<file path="config.mk">
export PLATFORM = sky130hd
export DESIGN_NAME = pc_unit_flat
export DESIGN_NICKNAME = d
export VERILOG_FILES = /design/src/rtl/pc_unit_if.sv /design/src/rtl/pc_unit.sv /design/src/flat_wrapper.sv
export SDC_FILE = /design/constraint.sdc
export NUM_CORES = 1
export LEC_CHECK = 0
export CAP_MARGIN = 10
export CORE_MARGIN = 2
export CORE_UTILIZATION = 48
export CTS_BUF_LIST = sky130_fd_sc_hd__clkbuf_8
export DETAILED_ROUTE_END_ITERATION = 8
export PLACE_DENSITY = 0.88
export SETUP_SLACK_MARGIN = 0.05
export SKIP_CTS_REPAIR_TIMING = 1
export SLEW_MARGIN = 20
export SYNTH_ARGS = -nofsm -noshare
export SYNTH_HDL_FRONTEND = slang
export SYNTH_SLANG_ARGS = --single-unit
</file>
<file path="constraint.sdc">
create_clock -name clk -period 1.94 [get_ports clk]
set_clock_uncertainty 0.2 [all_clocks]
set_input_delay 0.194 -clock clk [delete_from_list [all_inputs] [get_ports clk]]
set_output_delay 0.194 -clock clk [all_outputs]
set_load 0.05 [all_outputs]
</file>
<file path="src/rtl/pc_unit_if.sv">
// pc_unit_if: fetch-PC bundle between the PC unit and its neighbours
// (hazard unit stall, IF handshake, EX redirect, exception trap).
// The master modport belongs to the PC unit; slave is the surrounding pipeline.
`timescale 1ns/1ps

interface pc_unit_if #(
    parameter int XLEN = 32
);
    logic            pipeline_stop;
    logic            if_ready;
    logic            redirect_valid;
    logic [XLEN-1:0] redirect_target;
    logic            trap_valid;
    logic [XLEN-1:0] pc;
    logic            pc_valid;
    logic            pend_valid;
    logic            misalign;

    modport master (
        input  pipeline_stop, if_ready, redirect_valid, redirect_target, trap_valid,
        output pc, pc_valid, pend_valid, misalign
    );

    modport slave (
        output pipeline_stop, if_ready, redirect_valid, redirect_target, trap_valid,
        input  pc, pc_valid, pend_valid, misalign
    );
endinterface

</file>
<file path="src/rtl/pc_unit.sv">
// pc_unit: fetch program counter with valid/ready issue to IF, stall,
// buffered branch/jump redirect, trap vectoring and a one-cycle boot bubble.
// Optional feature macro: PC_ALIGN_CHECK_EN -- when defined, a redirect target
// (direct or buffered) that is not INC-aligned is replaced by TRAP_VEC at the
// moment it would be applied, and misalign pulses for one cycle.
`timescale 1ns/1ps

module pc_unit #(
    parameter int          XLEN      = 32,
    parameter logic [31:0] RESET_VEC = 32'h0000_0000,
    parameter logic [31:0] TRAP_VEC  = 32'h0000_001C,
    parameter int          INC       = 4
) (
    input logic       clk,
    input logic       rst,
    pc_unit_if.master bus
);

    localparam logic [XLEN-1:0] RESET_PC = XLEN'(RESET_VEC);
    localparam logic [XLEN-1:0] TRAP_PC  = XLEN'(TRAP_VEC);
    localparam logic [XLEN-1:0] STEP     = XLEN'(INC);

    typedef enum logic [1:0] {
        BOOT,
        RUN,
        PEND
    } state_t;

    state_t          state;
    logic [XLEN-1:0] pc_q;
    logic [XLEN-1:0] pend_target;
    logic            pc_valid_q;
    logic            misalign_q;

    logic            fire;
    logic [XLEN-1:0] apply_target;
    logic            apply_bad;

    assign fire = pc_valid_q & bus.if_ready & ~bus.pipeline_stop;

    // Choose which target would be applied this cycle: a live redirect beats the buffered one.
    always_comb begin
        // NOTE: every combinational output gets a default first so no path can infer a latch.
        apply_target = pend_target;
        if (bus.redirect_valid) begin
            apply_target = bus.redirect_target;
        end
    end

`ifdef PC_ALIGN_CHECK_EN
    localparam logic [XLEN-1:0] ALIGN_MASK = XLEN'(INC - 1);
    assign apply_bad = |(apply_target & ALIGN_MASK);
`else
    assign apply_bad = 1'b0;
`endif

    // Boot/run/pend sequencing and next-pc selection, all outputs registered.
    always_ff @(posedge clk) begin
        // NOTE: state is updated with non-blocking assignments so every branch sees pre-edge values.
        if (rst) begin
            state       <= BOOT;
            pc_q        <= RESET_PC;
            pend_target <= '0;
            pc_valid_q  <= 1'b0;
            misalign_q  <= 1'b0;
        end else begin
            misalign_q <= 1'b0;
            case (state)
                BOOT: begin
                    // Bubble cycle: pc stays at the reset vector, request becomes valid.
                    state      <= RUN;
                    pc_valid_q <= 1'b1;
                end
                default: begin
                    if (bus.trap_valid) begin
                        pc_q  <= TRAP_PC;
                        state <= RUN;
                    end else if (bus.redirect_valid && !bus.pipeline_stop) begin
                        pc_q       <= apply_bad ? TRAP_PC : apply_target;
                        misalign_q <= apply_bad;
                        state      <= RUN;
                    end else if (bus.redirect_valid) begin
                        // Stalled: buffer the newest redirect, older one is overwritten.
                        pend_target <= bus.redirect_target;
                        state       <= PEND;
                    end else if (state == PEND && !bus.pipeline_stop) begin
                        pc_q       <= apply_bad ? TRAP_PC : apply_target;
                        misalign_q <= apply_bad;
                        state      <= RUN;
                    end else if (fire) begin
                        pc_q <= pc_q + STEP;
                    end
                end
            endcase
        end
    end

    assign bus.pc         = pc_q;
    assign bus.pc_valid   = pc_valid_q;
    assign bus.pend_valid = (state == PEND);
    assign bus.misalign   = misalign_q;

endmodule
</file>
<file path="src/flat_wrapper.sv">
// flat-port wrapper written by rule: the top's interface ports become plain ports
module pc_unit_flat 
#(
    parameter int          XLEN      = 32,
    parameter logic [31:0] RESET_VEC = 32'h0000_0000,
    parameter logic [31:0] TRAP_VEC  = 32'h0000_001C,
    parameter int          INC       = 4
)
  (clk, rst, bus_pipeline_stop, bus_if_ready, bus_redirect_valid, bus_redirect_target, bus_trap_valid, bus_pc, bus_pc_valid, bus_pend_valid, bus_misalign);
  pc_unit_if #(.XLEN(XLEN)) bus_i ();
  input logic clk;
  input logic rst;
  input wire logic [$bits(bus_i.pipeline_stop)-1:0] bus_pipeline_stop;
  input wire logic [$bits(bus_i.if_ready)-1:0] bus_if_ready;
  input wire logic [$bits(bus_i.redirect_valid)-1:0] bus_redirect_valid;
  input wire logic [$bits(bus_i.redirect_target)-1:0] bus_redirect_target;
  input wire logic [$bits(bus_i.trap_valid)-1:0] bus_trap_valid;
  output wire logic [$bits(bus_i.pc)-1:0] bus_pc;
  output wire logic [$bits(bus_i.pc_valid)-1:0] bus_pc_valid;
  output wire logic [$bits(bus_i.pend_valid)-1:0] bus_pend_valid;
  output wire logic [$bits(bus_i.misalign)-1:0] bus_misalign;
  assign bus_i.pipeline_stop = bus_pipeline_stop;
  assign bus_i.if_ready = bus_if_ready;
  assign bus_i.redirect_valid = bus_redirect_valid;
  assign bus_i.redirect_target = bus_redirect_target;
  assign bus_i.trap_valid = bus_trap_valid;
  assign bus_pc = bus_i.pc;
  assign bus_pc_valid = bus_i.pc_valid;
  assign bus_pend_valid = bus_i.pend_valid;
  assign bus_misalign = bus_i.misalign;
  pc_unit #(.XLEN(XLEN), .RESET_VEC(RESET_VEC), .TRAP_VEC(TRAP_VEC), .INC(INC)) u_core (.clk(clk), .rst(rst), .bus(bus_i));
endmodule
</file>
==> reports/qor.yml, run 1 <==
drt_iter0_markers: 405
fin_hold_ws_ns: 0.143
cts-buffers-inserted: 9
gr-total-overflow: 0
setup_viol: 1
crit_fanout: 5
synth_flop_cell: "dfxtp_1"
grt_max_degree: 40
hold_path.class: "primary input to register"
syn_nets: 515
clkSinkCount: 67
worst_ep_required_time_ns: 1.99
maxSlewViolCount: 0
vias: 4367
die_h_um: 91.6
hpwlAfterDp_um: 8470
seq_area_frac_synth_pct: 36.4
io_buffers: 71
start_util_pct: 50.3
final_cell_mix: "100 x buf_4, 92 x nand2_1, 42 x a21oi_1, 37 x dfxtp_1, 35 x clkdlybuf4s50_1"
synth_area_um2: 3680
yosysWarnings: 0
finalHoldViolCount: 0
die_x_um: 91.6
rows: 31
post-route-util_pct: 76.3
drtAntennaViolNets: 0
timing.final.crit_share_pct: 102
area_delta_synth_final_pct: 51.9
drive_gt1_share_pct: 34.1
final_common_cell: "buf_4"
grt_pass1_wl_um: 18800
fmax_mhz: 505
htreeDepth: 3
syn_area_per_cell_um2: 7.74
antenna_found_initial: 0
violations: "setup timing"
synth-edff-count: 0
arrival_ns: 2.03
slew_headroom_pct: 65.7
grt_util_all_layers_pct: 27.9
ios: 73
clock-root-buffer: "clkbuf_8"
worst_slew_pin_slew_ns: 0.514
drc: 0
grt_pass1_vias: 3830
status: "finished with violations"
timing.final.ws_setup_ns: -0.0401
power_leakage_nw: 2.34
cts_buffer_depth: 2
vias_per_cell: 6.09
cts_tree: "built"
coreArea_um2: 7330
ir_worst_vdd_mv: 0.444
wire_per_inst_um: 18.4
gp_congestion: 0.970
clk_latency_ns: 0.37
drt_wl_total_um: 13200
cp-start-kind: "register"
async_flop_share_pct: 0
rsz0062_at_grt: "true"
maxCapViolCount: 0
crit_type: "register to register"
dieArea_um2: 8390
dp_worst_setup_slack_ns: -0.262
ys_seq_elements: 67
fin_nets: 652
path_clk_slew_ns: 0.08
min_period_ns: 1.98
dr.pass1.iters: 5
p_per_area_nw_per_um2: 578
synth_cells: 476
rrSetupSlack_ns: -0.04
crit_path_end_kind: "register"
synth_cell_type_count: 57
antenna_cells: 0
==> per-layer routing <==
| metal | global-route usage, % | part of all wire [%] | vias to the layer above |
|---|---|---|---|
| met2 | 44.4 | 48 | 288 |
| li1 | - | - | 2003 |
| met4 | 10.7 | 4.0 | 0 |
| met1 | 38.0 | 41 | 2020 |
| met5 | 0 | 0 | - |
| met3 | 4.19 | 7.5 | 56 |
==> metrics by stage <==
| step | instances | cell area [µm²] | setup TNS (ns) | power, mW |
|---|---|---|---|---|
| 6_report | 717 | 5600 | -0.0401 | 3.23 |
| 5_1_grt | 717 | 5600 | -0.591 | 3.33 |
| 4_1_cts | 706 | 5220 | -0.817 | 3.16 |
| 3_5_place_dp | 690 | 5030 | -6.03 | 2.00 |
| 3_3_place_gp | 690 | 5030 | -3.63 | 1.98 |
| 2_1_floorplan | 476 | 3790 | -0.0945 | 1.73 |
==> cells in the mapped netlist, types with 5 or more instances <==
master / instances / share of area (%)
a211oi_1: 5 / 1.0
a21oi_1: 47 / 6.4
a22oi_1: 9 / 1.8
buf_2: 13 / 1.8
clkbuf_1: 17 / 1.7
dfxtp_1: 67 / 36
inv_1: 5 / 0.51
mux2_2: 7 / 2.1
mux2i_1: 25 / 6.8
nand2_1: 94 / 9.6
nand3_1: 20 / 2.7
nand4_1: 10 / 1.7
nor2_1: 30 / 3.1
nor3_1: 16 / 2.2
nor4_1: 8 / 1.4
o21ai_0: 21 / 2.9
o22ai_1: 11 / 1.9
xnor2_1: 5 / 1.2
==> final cells by class <==
cell class	instances	area, µm²
sequential	67	1430
tap	99	124
fill	452	1730
multi-input combinational	370	2400
clock inverter	6	55.1
clock buffer	10	138
timing repair buffer	160	1430
inverter	5	18.8
==> state kept, by name, indices dropped and copies added, names as in the netlist <==
register and flops:
u_core.pend_target 32, u_core.bus.pc 32, u_core.bus.pc_valid 1, u_core.state 2
==> critical path, cell delays in order (launching register included) <==
cell     delay (ns)
dfxtp_2        0.42
nor2b_4        0.20
buf_4          0.18
o21ai_4        0.11
nand2_2        0.14
buf_4          0.12
nor3b_1        0.03
or4b_1         0.45
==> kinds of logic after synthesis <==
kind of cell | count (synthesis) | synth area share [%]
DFF | 67 | 36.4
xor gates and xnor gates | 9 | 2.14
AOI/OAI and AO/OA | 121 | 20.2
and+or+nand+nor | 206 | 27.1
muxes | 32 | 8.93
other | 1 | 0.102
buffers and inverters | 39 | 4.82
adders and majority gates | 1 | 0.340
==> path summary, 6_finish.rpt <==
check	start	endpoint	depth (start not counted)
setup reg to reg	u_core.state[1]	u_core.bus.pc[26]	7
hold / removal	rst	u_core.pend_target[21]	3
hold reg to reg	u_core.pend_target[7]	u_core.pend_target[7]	2
setup / recovery	u_core.state[1]	u_core.bus.pc[26]	7
==> power by group <==
part	switching [mW]	internal, mW	leakage [nW]
combinational	0.339	0.280	1.67
sequential	0.0288	1.39	0.563
clock	0.579	0.618	0.108
total	0.946	2.29	2.34
Power figures use the tool's default switching activity.
==> run 2: changes to the inputs <==
Settings changed: CTS_CLUSTER_DIAMETER from default to 60.
==> results of run 2 <==
Same layout as run 1: the final DEF is identical, and so are final timing and power.
